===== config.mk =====
export PLATFORM = sky130hd
export DESIGN_NAME = packet_arb_rr
export DESIGN_NICKNAME = d
export VERILOG_FILES = /design/src/rtl/packet_arb_rr.sv
export SDC_FILE = /design/constraint.sdc
export NUM_CORES = 1
export LEC_CHECK = 0
export BUFFER_PORTS_ARGS = -buffer_cell sky130_fd_sc_hd__buf_2
export CAP_MARGIN = 20
export CORE_AREA = 5 5 155 157
export DETAILED_ROUTE_END_ITERATION = 10
export DIE_AREA = 0 0 160 162
export PLACE_DENSITY = 0.49
export SYNTH_ARGS = -nofsm -noshare
export SYNTH_HDL_FRONTEND = slang
export SYNTH_SLANG_ARGS = --single-unit

===== constraint.sdc =====
create_clock -name i_clk -period 3.86 [get_ports i_clk]
set_clock_uncertainty 0.1 [all_clocks]
set_input_delay 0.965 -clock i_clk [delete_from_list [all_inputs] [get_ports i_clk]]
set_output_delay 0.965 -clock i_clk [all_outputs]
set_load 0.01 [all_outputs]

===== src/rtl/packet_arb_rr.sv =====
`default_nettype none
// ============================================================================
// packet_arb_rr : packet-atomic N:1 stream arbiter (round-robin or fixed
//                 priority) with channel tagging and orphan-beat drop.
// Revision      : 1.0
// ============================================================================
module packet_arb_rr #(
  parameter int DAT_BYTS = 8,
  parameter int CTL_BITS = 8,
  parameter int NUM_IN   = 4,
  parameter int MODE     = 0,
  localparam int CH_BITS  = $clog2(NUM_IN),
  localparam int MOD_BITS = $clog2(DAT_BYTS),
  localparam int DAT_BITS = DAT_BYTS * 8
) (
  input  logic                          i_clk,
  input  logic                          i_rst,
  input  logic [NUM_IN-1:0]             i_enb,
  input  logic [NUM_IN-1:0]             i_val,
  input  logic [NUM_IN-1:0]             i_sop,
  input  logic [NUM_IN-1:0]             i_eop,
  input  logic [NUM_IN*DAT_BITS-1:0]    i_dat,
  input  logic [NUM_IN*MOD_BITS-1:0]    i_mod,
  input  logic [NUM_IN*CTL_BITS-1:0]    i_ctl,
  output logic [NUM_IN-1:0]             o_rdy,
  output logic                          o_val,
  output logic                          o_sop,
  output logic                          o_eop,
  output logic [DAT_BITS-1:0]           o_dat,
  output logic [MOD_BITS-1:0]           o_mod,
  output logic [CTL_BITS+CH_BITS-1:0]   o_ctl,
  input  logic                          i_rdy,
  output logic                          o_drop
);

  localparam logic [0:0] c_ST_IDLE = 1'b0;
  localparam logic [0:0] c_ST_LOCK = 1'b1;

  logic [0:0]                   r_state;
  logic [0:0]                   w_state_nxt;
  logic [CH_BITS-1:0]           r_sel;
  logic [CH_BITS-1:0]           r_ptr;
  logic [CH_BITS-1:0]           w_gnt;
  logic                         w_gnt_vld;
  logic [NUM_IN-1:0]            w_req;
  logic [NUM_IN-1:0]            w_orph;
  logic                         w_out_adv;
  logic                         w_acc;
  logic                         w_drop_nxt;

  logic                         w_sel_val;
  logic                         w_sel_sop;
  logic                         w_sel_eop;
  logic [DAT_BITS-1:0]          w_sel_dat;
  logic [MOD_BITS-1:0]          w_sel_mod;
  logic [CTL_BITS-1:0]          w_sel_ctl;

  logic                         r_val;
  logic                         r_sop;
  logic                         r_eop;
  logic [DAT_BITS-1:0]          r_dat;
  logic [MOD_BITS-1:0]          r_mod;
  logic [CTL_BITS+CH_BITS-1:0]  r_ctl;
  logic                         r_drop;

  assign w_req  = i_val & i_sop & i_enb;
  assign w_orph = i_val & ~i_sop;

  // Channel index (base + off) folded back into 0..NUM_IN-1; off <= NUM_IN.
  function automatic logic [CH_BITS-1:0] f_wrap(input logic [CH_BITS-1:0] base, input int off);
    int s;
    s = int'(base) + off;
    if (s >= NUM_IN) s = s - NUM_IN;
    return s[CH_BITS-1:0];
  endfunction

  generate
    if (MODE == 0) begin : g_rr
      // Scan from the farthest candidate to the nearest so the nearest wins.
      always_comb begin
        w_gnt     = '0;
        w_gnt_vld = 1'b0;
        for (int k = NUM_IN; k >= 1; k--) begin
          if (w_req[f_wrap(r_ptr, k)]) begin
            w_gnt     = f_wrap(r_ptr, k);
            w_gnt_vld = 1'b1;
          end
        end
      end
    end else begin : g_fix
      always_comb begin
        w_gnt     = '0;
        w_gnt_vld = 1'b0;
        for (int k = NUM_IN - 1; k >= 0; k--) begin
          if (w_req[k]) begin
            w_gnt     = CH_BITS'(k);
            w_gnt_vld = 1'b1;
          end
        end
      end
    end
  endgenerate

  assign w_sel_val = i_val[r_sel];
  assign w_sel_sop = i_sop[r_sel];
  assign w_sel_eop = i_eop[r_sel];
  assign w_sel_dat = i_dat[r_sel*DAT_BITS +: DAT_BITS];
  assign w_sel_mod = i_mod[r_sel*MOD_BITS +: MOD_BITS];
  assign w_sel_ctl = i_ctl[r_sel*CTL_BITS +: CTL_BITS];

  assign w_out_adv = ~r_val | i_rdy;

  always_ff @(posedge i_clk or posedge i_rst) begin
    if (i_rst) begin
      r_state <= c_ST_IDLE;
      r_sel   <= '0;
      r_ptr   <= CH_BITS'(NUM_IN - 1);
    end else begin
      r_state <= w_state_nxt;
      if ((r_state == c_ST_IDLE) && w_gnt_vld) begin
        r_sel <= w_gnt;
        if (MODE == 0) r_ptr <= w_gnt;
      end
    end
  end

  always_comb begin
    w_state_nxt = r_state;
    case (r_state)
      c_ST_IDLE: if (w_gnt_vld) w_state_nxt = c_ST_LOCK;
      c_ST_LOCK: if (w_acc && w_sel_eop) w_state_nxt = c_ST_IDLE;
      default:   w_state_nxt = c_ST_IDLE;
    endcase
  end

  // Only the locked channel is ever back-pressured; orphans are sunk in IDLE.
  always_comb begin
    o_rdy      = '0;
    w_acc      = 1'b0;
    w_drop_nxt = 1'b0;
    case (r_state)
      c_ST_IDLE: begin
        o_rdy      = w_orph;
        w_drop_nxt = |w_orph;
      end
      c_ST_LOCK: begin
        o_rdy[r_sel] = w_out_adv;
        w_acc        = w_sel_val & w_out_adv;
      end
      default: ;
    endcase
    if (i_rst) o_rdy = '0;
  end

  always_ff @(posedge i_clk or posedge i_rst) begin
    if (i_rst) begin
      r_val  <= 1'b0;
      r_sop  <= 1'b0;
      r_eop  <= 1'b0;
      r_dat  <= '0;
      r_mod  <= '0;
      r_ctl  <= '0;
      r_drop <= 1'b0;
    end else begin
      r_drop <= w_drop_nxt;
      if (w_acc) begin
        r_val <= 1'b1;
        r_sop <= w_sel_sop;
        r_eop <= w_sel_eop;
        r_dat <= w_sel_dat;
        r_mod <= w_sel_mod;
        r_ctl <= {r_sel, w_sel_ctl};
      end else if (i_rdy) begin
        r_val <= 1'b0;
      end
    end
  end

  assign o_val  = r_val;
  assign o_sop  = r_sop;
  assign o_eop  = r_eop;
  assign o_dat  = r_dat;
  assign o_mod  = r_mod;
  assign o_ctl  = r_ctl;
  assign o_drop = r_drop;

endmodule
`default_nettype wire

### Yosys cells after proc, flatten, opt, wreduce, memory -nomap -nowiden

Cells that the tools add are included.

| word-level totals | value |
|---|---|
| logic and storage cells | 83 |
| output and inout bits | 85 |
| flip-flop bits (word level) | 86 |
| bits of input ports | 319 |

| operators by class | value |
|---|---|
| shift-type cells | 3 |
| reductions and logical operators | 5 |
| magnitude comparators | 10 |
| muxes and demuxes | 37 |
| $mul | 1 |
| bitwise gates (word level) | 9 |
| $add $sub $neg | 8 |

Operators with widths:

| cell | number |
|---|---|
| $shiftx A256 B9 Y64 | 1 |
| $shiftx A32 B6 Y8 | 1 |
| $mux W1 | 18 |
| $and A4 B4 Y4 | 4 |
| $mux W2 | 8 |
| $lt A2 B3 Y1 const B | 5 |
| $bmux W1 S2 | 7 |
| $shiftx A12 B5 Y3 | 1 |
| $ge A3 B3 Y1 const B | 3 |
| $pmux W4 S2 | 1 |
| $sub A2 B1 Y2 const B | 4 |
| $add A2 B2 Y3 const B | 2 |
| $add A2 B3 Y4 const B | 1 |
| $ge A4 B3 Y1 const B | 1 |
| $mul A2 B2 Y4 const B | 1 |
| $mux W4 | 1 |
| $not A4 Y4 | 1 |
| $reduce_or A4 Y1 | 1 |
| $add A2 B1 Y3 const B | 1 |
| $logic_and A1 B1 Y1 | 3 |
| $demux W1 S2 | 1 |
| $ge A2 B1 Y1 const B | 1 |
| $not A1 Y1 | 2 |
| $pmux W1 S2 | 1 |
| other kinds (3) | 3 |

### Longest topological paths before layout

Gate-level depths: netlist of run 1.

| depth | value |
|---|---|
| word-level depth | 11 |
| depth in mapped cells | 6 |

### Worst setup path before layout of run 1

No wires, ideal clock.

| timing | value |
|---|---|
| path kind | in2out |
| start | input port i_rdy |
| end | output port o_rdy[2] |
| setup slack | 1.124 ns |
| required time | 2.795 ns |
| path buffers | 0 |
| data arrival time | 1.671 ns |
| stages | 4 |
| cell sequence | nand2b_1 > nand3_1 > o22a_1 > nor2_1 |

| between the ends | value |
|---|---|
| longest elaborated chain between the ends | 4 |

RTL lines:

| item | RTL line | source |
|---|---|---|
| from (decl) | 32 | `input logic i_rdy,` |
| $or A1 B1 Y1 | 111 | `assign w_out_adv = ~r_val \| i_rdy;` |
| $and A4 B4 Y4 (no line) | -- |  |
| $pmux W4 S2 | 141 | `case (r_state)` |
| $mux W4 | 152 | `if (i_rst) o_rdy = '0;` |
| to (decl) | 25 | `output logic [NUM_IN-1:0] o_rdy,` |

No other way between the ends.

### Final worst setup path of run 1

Ends and elaborated chain as after synthesis.

==> results of run 1 <==
==> tightest hold or removal path, cell delays in order (launching register included) <==
cell,delay (ns)
dfrtp_1,0.34
nand2_1,0.05
nand2_1,0.05
==> final cells by class <==
type | count | area (µm²)
Fill cell | 2278 | 14500
Multi-Input combinational cell | 208 | 2960
Sequential cell | 86 | 2160
Timing Repair Buffer | 409 | 2070
Tap cell | 285 | 357
Clock buffer | 10 | 239
Clock inverter | 6 | 43.8
Inverter | 3 | 13.8
==> routing by layer <==
layer | vias to the layer above | part of all wire [%] | global-route usage [%]
li1 | 2115 | - | -
met1 | 2291 | 38 | 16.4
met2 | 238 | 52 | 24.5
met3 | 19 | 8.8 | 4.72
met4 | 0 | 1.6 | 3.91
met5 | - | 0 | 0
==> placed cells by master (no fill, tap or decap), types with 3 or more instances in the layout <==
| cell | Yosys | final |
|---|---|---|
| buf_2 | 7 | 403 |
| a211oi_1 | 3 | 3 |
| nor2_1 | 6 | 6 |
| nand2b_1 | 5 | 5 |
| o22a_1 | 4 | 4 |
| o21ai_0 | 3 | 3 |
| mux4_2 | 78 | 78 |
| clkbuf_16 | 0 | 9 |
| nand3_1 | 7 | 7 |
| and3_1 | 4 | 4 |
| nand2_1 | 7 | 7 |
| buf_4 | 1 | 5 |
| mux2_2 | 77 | 77 |
| dfrtp_1 | 84 | 82 |
| a21o_1 | 3 | 3 |
==> state kept, by name, summed over array words and instances, names as in the netlist <==
signal / cells
r_state: 1
o_drop: 1
o_mod: 3
o_val: 1
o_sop: 1
o_ctl: 10
r_sel: 2
o_eop: 1
r_ptr: 2
o_dat: 64
==> power by group through the flow <==
stage | combinational (µW) | sequential [µW] | clock, µW
CTS | 3290 | 1720 | 876
floorplan | 2160 | 1830 | 0
detailed placement | 3280 | 1740 | 0
global route | 3490 | 1790 | 908
finish | 3200 | 1720 | 825
global placement | 3280 | 1730 | 0
==> logic make-up (layout without fill, tap and decap cells) <==
| family | after synthesis | count (layout) | share of synthesized area (%) |
|---|---|---|---|
| simple gates | 32 | 32 | 3.21 |
| mux | 155 | 155 | 49.5 |
| buf+inv | 30 | 428 | 3.50 |
| flops | 86 | 86 | 40.7 |
| compound gates | 21 | 21 | 3.07 |
==> worst paths after layout <==
check,start,endpoint,slack [ns]
setup reg to reg,r_sel[1],o_dat[13],1.33
hold reg to reg,o_eop,o_eop,0.38
setup / recovery,i_rdy,o_rdy[2],0.89
max in group asynchronous,i_rst,o_ctl[5],2.15
hold / removal,o_eop,o_eop,0.38
min in group asynchronous,i_rst,o_dat[33],0.77
==> stage by stage <==
stage | total power [µW] | hold slack (ns) | area [µm²]
floorplan | 4000 | 0.409 | 5300
global placement | 5010 | 0.357 | 7560
detailed placement | 5020 | 0.363 | 7560
CTS | 5890 | 0.379 | 7850
global route | 6190 | 0.409 | 7850
finish | 5740 | 0.376 | 7850
==> results_dict.tcl, run 1 <==
set metrics [dict create \
    outcome "finished clean" \
    ctsHoldBuffers 0 \
    avgSynthCellArea_um2 16.3 \
    grt_pass1_vias 5220 \
    ios 404 \
    hold_violations 0 \
    p_leak_uw 0.00373 \
    cp_data_required_time_ns 2.79 \
    synth_edf_count 0 \
    die_h_um 162 \
    cp_max_fo 6 \
    path_cells "buf_2, nand2b_1, nand3_1, o22a_1, nor2_1, buf_2" \
    holdPathStages 2 \
    synthArstFlopShare_pct 100 \
    pwr-share-clk_pct 14.4 \
    cts_resized 0 \
    crit_cells 6 \
    portBuffers 403 \
    rsz0062_at_grt "false" \
    drt_iter0_markers 157 \
    drt-vias-per-instance 4.63 \
    min_period_over_period_pct 76.9 \
    grt_max_degree 75 \
    cts_buffers 9 \
    track_usage_pct 14.0 \
    cp-end-kind "primary output" \
    synthTopCellsByArea "dfrtp_1 40%, mux4_2 33%, mux2_2 16%" \
    grt_pass1_wl_um 28600 \
    p_int_uw 3660 \
    slew_violations 0 \
    worstRegToRegCells 4 \
    cts_tree "done" \
    setup_ws_ns 0.891 \
    gp_congestion 0.799 \
    antenna_found_initial 0 \
    cp_top_family "simple AND/OR/NAND/NOR gates" \
    p_sw_share_pct 36.3 \
    vias 4663 \
    crit_top_cell "buf_2" \
    fmax_mhz 337 \
    synth_cell_types 28 \
    core_region_area_mm2 0.0224 \
    avgRoutedWirePerCell_um 18.3 \
    area_delta_synth_final_pct 48.1 \
    yosys_warnings 0 \
    hpwl_um 15500 \
    slowest_stage "nand2b_1" \
    yosys-top-cells-count "84 x dfrtp_1, 78 x mux4_2, 77 x mux2_2, 10 x clkbuf_1, 8 x buf_6" \
    grt_overflow 0 \
    clock_latency_ns 0.34 \
    cts.path.max_buffers 2 \
    dp_cells 991 \
    synthFlopType "dfrtp_1" \
    fin_cells 1007 \
    routed_wl_um 18400 \
    cts.clk_slew.worst_paths_ns 0.06 \
    crit_buf_inv 2 \
    rows 55 \
    htreeDepth 3 \
    synth_seq_cells 86 \
    drc 0 \
    post-route-util_pct 35.1 \
    power-per-cell-area_mw_per_mm2 732 \
    drive_above_1_share_pct 81.2 \
    worstPathArrival_ns 1.90 \
    fin_nets 1036 \
    p_sw_uw 2080 \
    post-cts-setup-buffers 0 \
    yosysTopAreaCellShare_pct 39.7 \
    firstDrtPassIters 4 \
    yosysSeqAreaShare_pct 40.7 \
    min_path_type "flip-flop to flip-flop" \
    antenna_left 0 \
    tightest_slew_ns 0.911 \
    pwr-share-comb_pct 55.7 \
    die_area_mm2 0.0259 \
    synth_area_leader_cell "dfrtp_1" \
    synthCells 324 \
    setup_viol 0 \
    synth_most_common_cell "dfrtp_1" \
    clock-sinks 86 \
    die_w_um 160 \
    slew_headroom_pct 39.2 \
    finalCriticalPeriod_ns 2.97 \
    dp_slack_ns 0.897 \
    netlist_area_mm2 0.00530 \
    seqPwrFrac_pct 29.9 \
    critPathMaxStageDelay_ns 0.26 \
    worstSetupPathType "primary input to primary output" \
    drv_cap 0 \
    start_kind "primary input" \
    irDropWorstVdd_v 0.000460 \
    root_buffer "clkbuf_16" \
    diodes 0 \
    synth_fp_nets 643 \
    finalSetupTns_ns 0 \
    start_util_pct 23.7 \
]
(Power assumes the default switching activity.)
==> run 2, diff against run 1 <==
- clock period: 3.86 -> 2.93 ns (I/O delays scaled with it)
==> run 2 against run 1 <==
Combinational power increased by 35%. Global-route usage increased by 0.57 points. Final cell count increased by 0.60%. Final area increased by 1.3%. Critical path depth unchanged. Hold slack improved by 0.0061 ns. Largest power group unchanged. Count of clock-buffer cells in the layout increased by 3. Sequential power increased by 30%. Die area unchanged. Setup slack got worse by 0.45 ns. Flip-flop and latch count unchanged.
==> results_dict.tcl, run 2 (synthesis results as in run 1) <==
set metrics [dict create \
    cts.clk_slew.worst_paths_ns 0.06 \
    die_w_um 160 \
    worstSetupPathType "primary input to primary output" \
    grt_pass1_wl_um 29600 \
    post-cts-setup-buffers 0 \
    start_kind "primary input" \
    clock-sinks 86 \
    holdCritStartpoint "o_ctl[8]" \
    reg2reg_slack_ns 0.65 \
    area_delta_synth_final_pct 50.0 \
    hpwl_um 16100 \
    final_common_cell "buf_2" \
    multi_input_area_mm2 0.00296 \
    slew_headroom_pct 60.6 \
    hold_violations 0 \
    hold_path_end "o_ctl[8]" \
    worstPathArrival_ns 1.66 \
    ctsHoldBuffers 0 \
    track_usage_pct 14.5 \
    cp_max_fo 6 \
    cts.path.max_buffers 2 \
    cp-end-kind "primary output" \
    grt_overflow 0 \
    firstDrtPassIters 4 \
    grt_pass1_vias 5284 \
    cp_data_required_time_ns 2.10 \
    finalSetupTns_ns 0 \
    fmax_mhz 401 \
    rows 55 \
    vias 4719 \
    portBuffers 403 \
    outcome "finished clean" \
    ios 404 \
    core_region_area_mm2 0.0224 \
    worstRegToRegCells 4 \
    dp_slack_ns 0.436 \
    cts_resized 0 \
    die_area_mm2 0.0259 \
    reg2reg_to "o_ctl[0]" \
    irDropWorstVdd_v 0.000332 \
    cts_tree "done" \
    root_buffer "clkbuf_16" \
    seq_area_mm2 0.00216 \
    drt_iter0_markers 152 \
    worstReg2RegStart "r_sel[0]" \
    start_util_pct 23.7 \
    routed_wl_um 19100 \
    slew_violations 0 \
    fill_cells 2260 \
    antenna_found_initial 5 \
    holdPathStages 2 \
    die_h_um 162 \
    gp_congestion 0.798 \
    totalPowerFinal_uw 7800 \
    cts_buffers 9 \
    drive_above_1_share_pct 80.8 \
    largest_reg_flops 64 \
    power-per-cell-area_mw_per_mm2 981 \
    drv_cap 0 \
    rsz0062_at_grt "false" \
    min_period_over_period_pct 85.0 \
    drt-vias-per-instance 4.66 \
    grt_max_degree 46 \
    layout_common_cells "403 x buf_2, 82 x dfrtp_1, 78 x mux4_2" \
    p_leak_uw 0.00376 \
    min_path_type "flip-flop to flip-flop" \
    avgRoutedWirePerCell_um 18.8 \
    htreeDepth 3 \
    antenna_left 0 \
    drc 0 \
    tightest_slew_ns 0.577 \
    setup_ws_ns 0.439 \
    clock_latency_ns 0.34 \
    finalCriticalPeriod_ns 2.49 \
    fin_nets 1038 \
    setup_viol 0 \
]
==> run 2: changes by cell type in the layout (fill, tap and decap cells not counted) <==
| cell | previous run | this run |
|---|---|---|
| clkinvlp_4 | 1 | 2 |
| buf_4 | 5 | 4 |
| bufinv_16 | 0 | 2 |
| diode_2 | 0 | 4 |
| inv_6 | 2 | 0 |
| clkinv_2 | 2 | 0 |
| clkinv_4 | 1 | 0 |
| buf_12 | 1 | 4 |
| inv_4 | 1 | 0 |
| clkbuf_1 | 0 | 3 |
==> run 2: stage by stage <==
stage               util, %  cells  hold slack [ns]  instance area (µm²)
finish                 35.5   1013            0.382                 7950
global route           35.5   1012            0.406                 7940
CTS                    35.5   1009            0.387                 7940
detailed placement     34.1    993            0.371                 7620
global placement       34.1    993            0.361                 7620
floorplan                 -    324            0.409                 5300
==> run 2: worst max-delay path, stage by stage <==
cell and delay [ns]:
buf_2 0.07, nand2b_1 0.26, nand3_1 0.15, o22a_1 0.22
nor2_1 0.08, buf_2 0.13
==> run 2: per-layer routing <==
layer / vias up / part of all wire, % / GRT usage (%)
li1: 2122 / - / -
met4: 2 / 2.1 / 5.20
met2: 237 / 52 / 25.7
met3: 26 / 8.2 / 4.34
met5: - / 0.068 / 0
met1: 2332 / 38 / 16.8
==> run 2: worst max path at each step <==
stage                from        to  slack, ns
floorplan           i_rdy  o_rdy[2]       0.66
global placement    i_rdy  o_rdy[3]       0.47
detailed placement  i_rdy  o_rdy[2]       0.44
CTS                 i_rdy  o_rdy[2]       0.43
global route        i_rdy  o_rdy[2]       0.34
finish              i_rdy  o_rdy[2]       0.44
==> run 2: final cells by class <==
| cell class | count | area share (%) |
|---|---|---|
| Clock buffer | 13 | 3.15 |
| Inverter | 3 | 0.189 |
| Sequential cell | 86 | 27.2 |
| Timing Repair Buffer | 411 | 26.8 |
| Antenna cell | 4 | 0.126 |
| Tap cell | 285 | 4.49 |
| Clock inverter | 3 | 0.850 |
| Multi-Input combinational cell | 208 | 37.2 |
==> run 2: power breakdown <==
group	switching, µW	internal (µW)
sequential	394	1840
combinational	1880	2450
clock	463	772
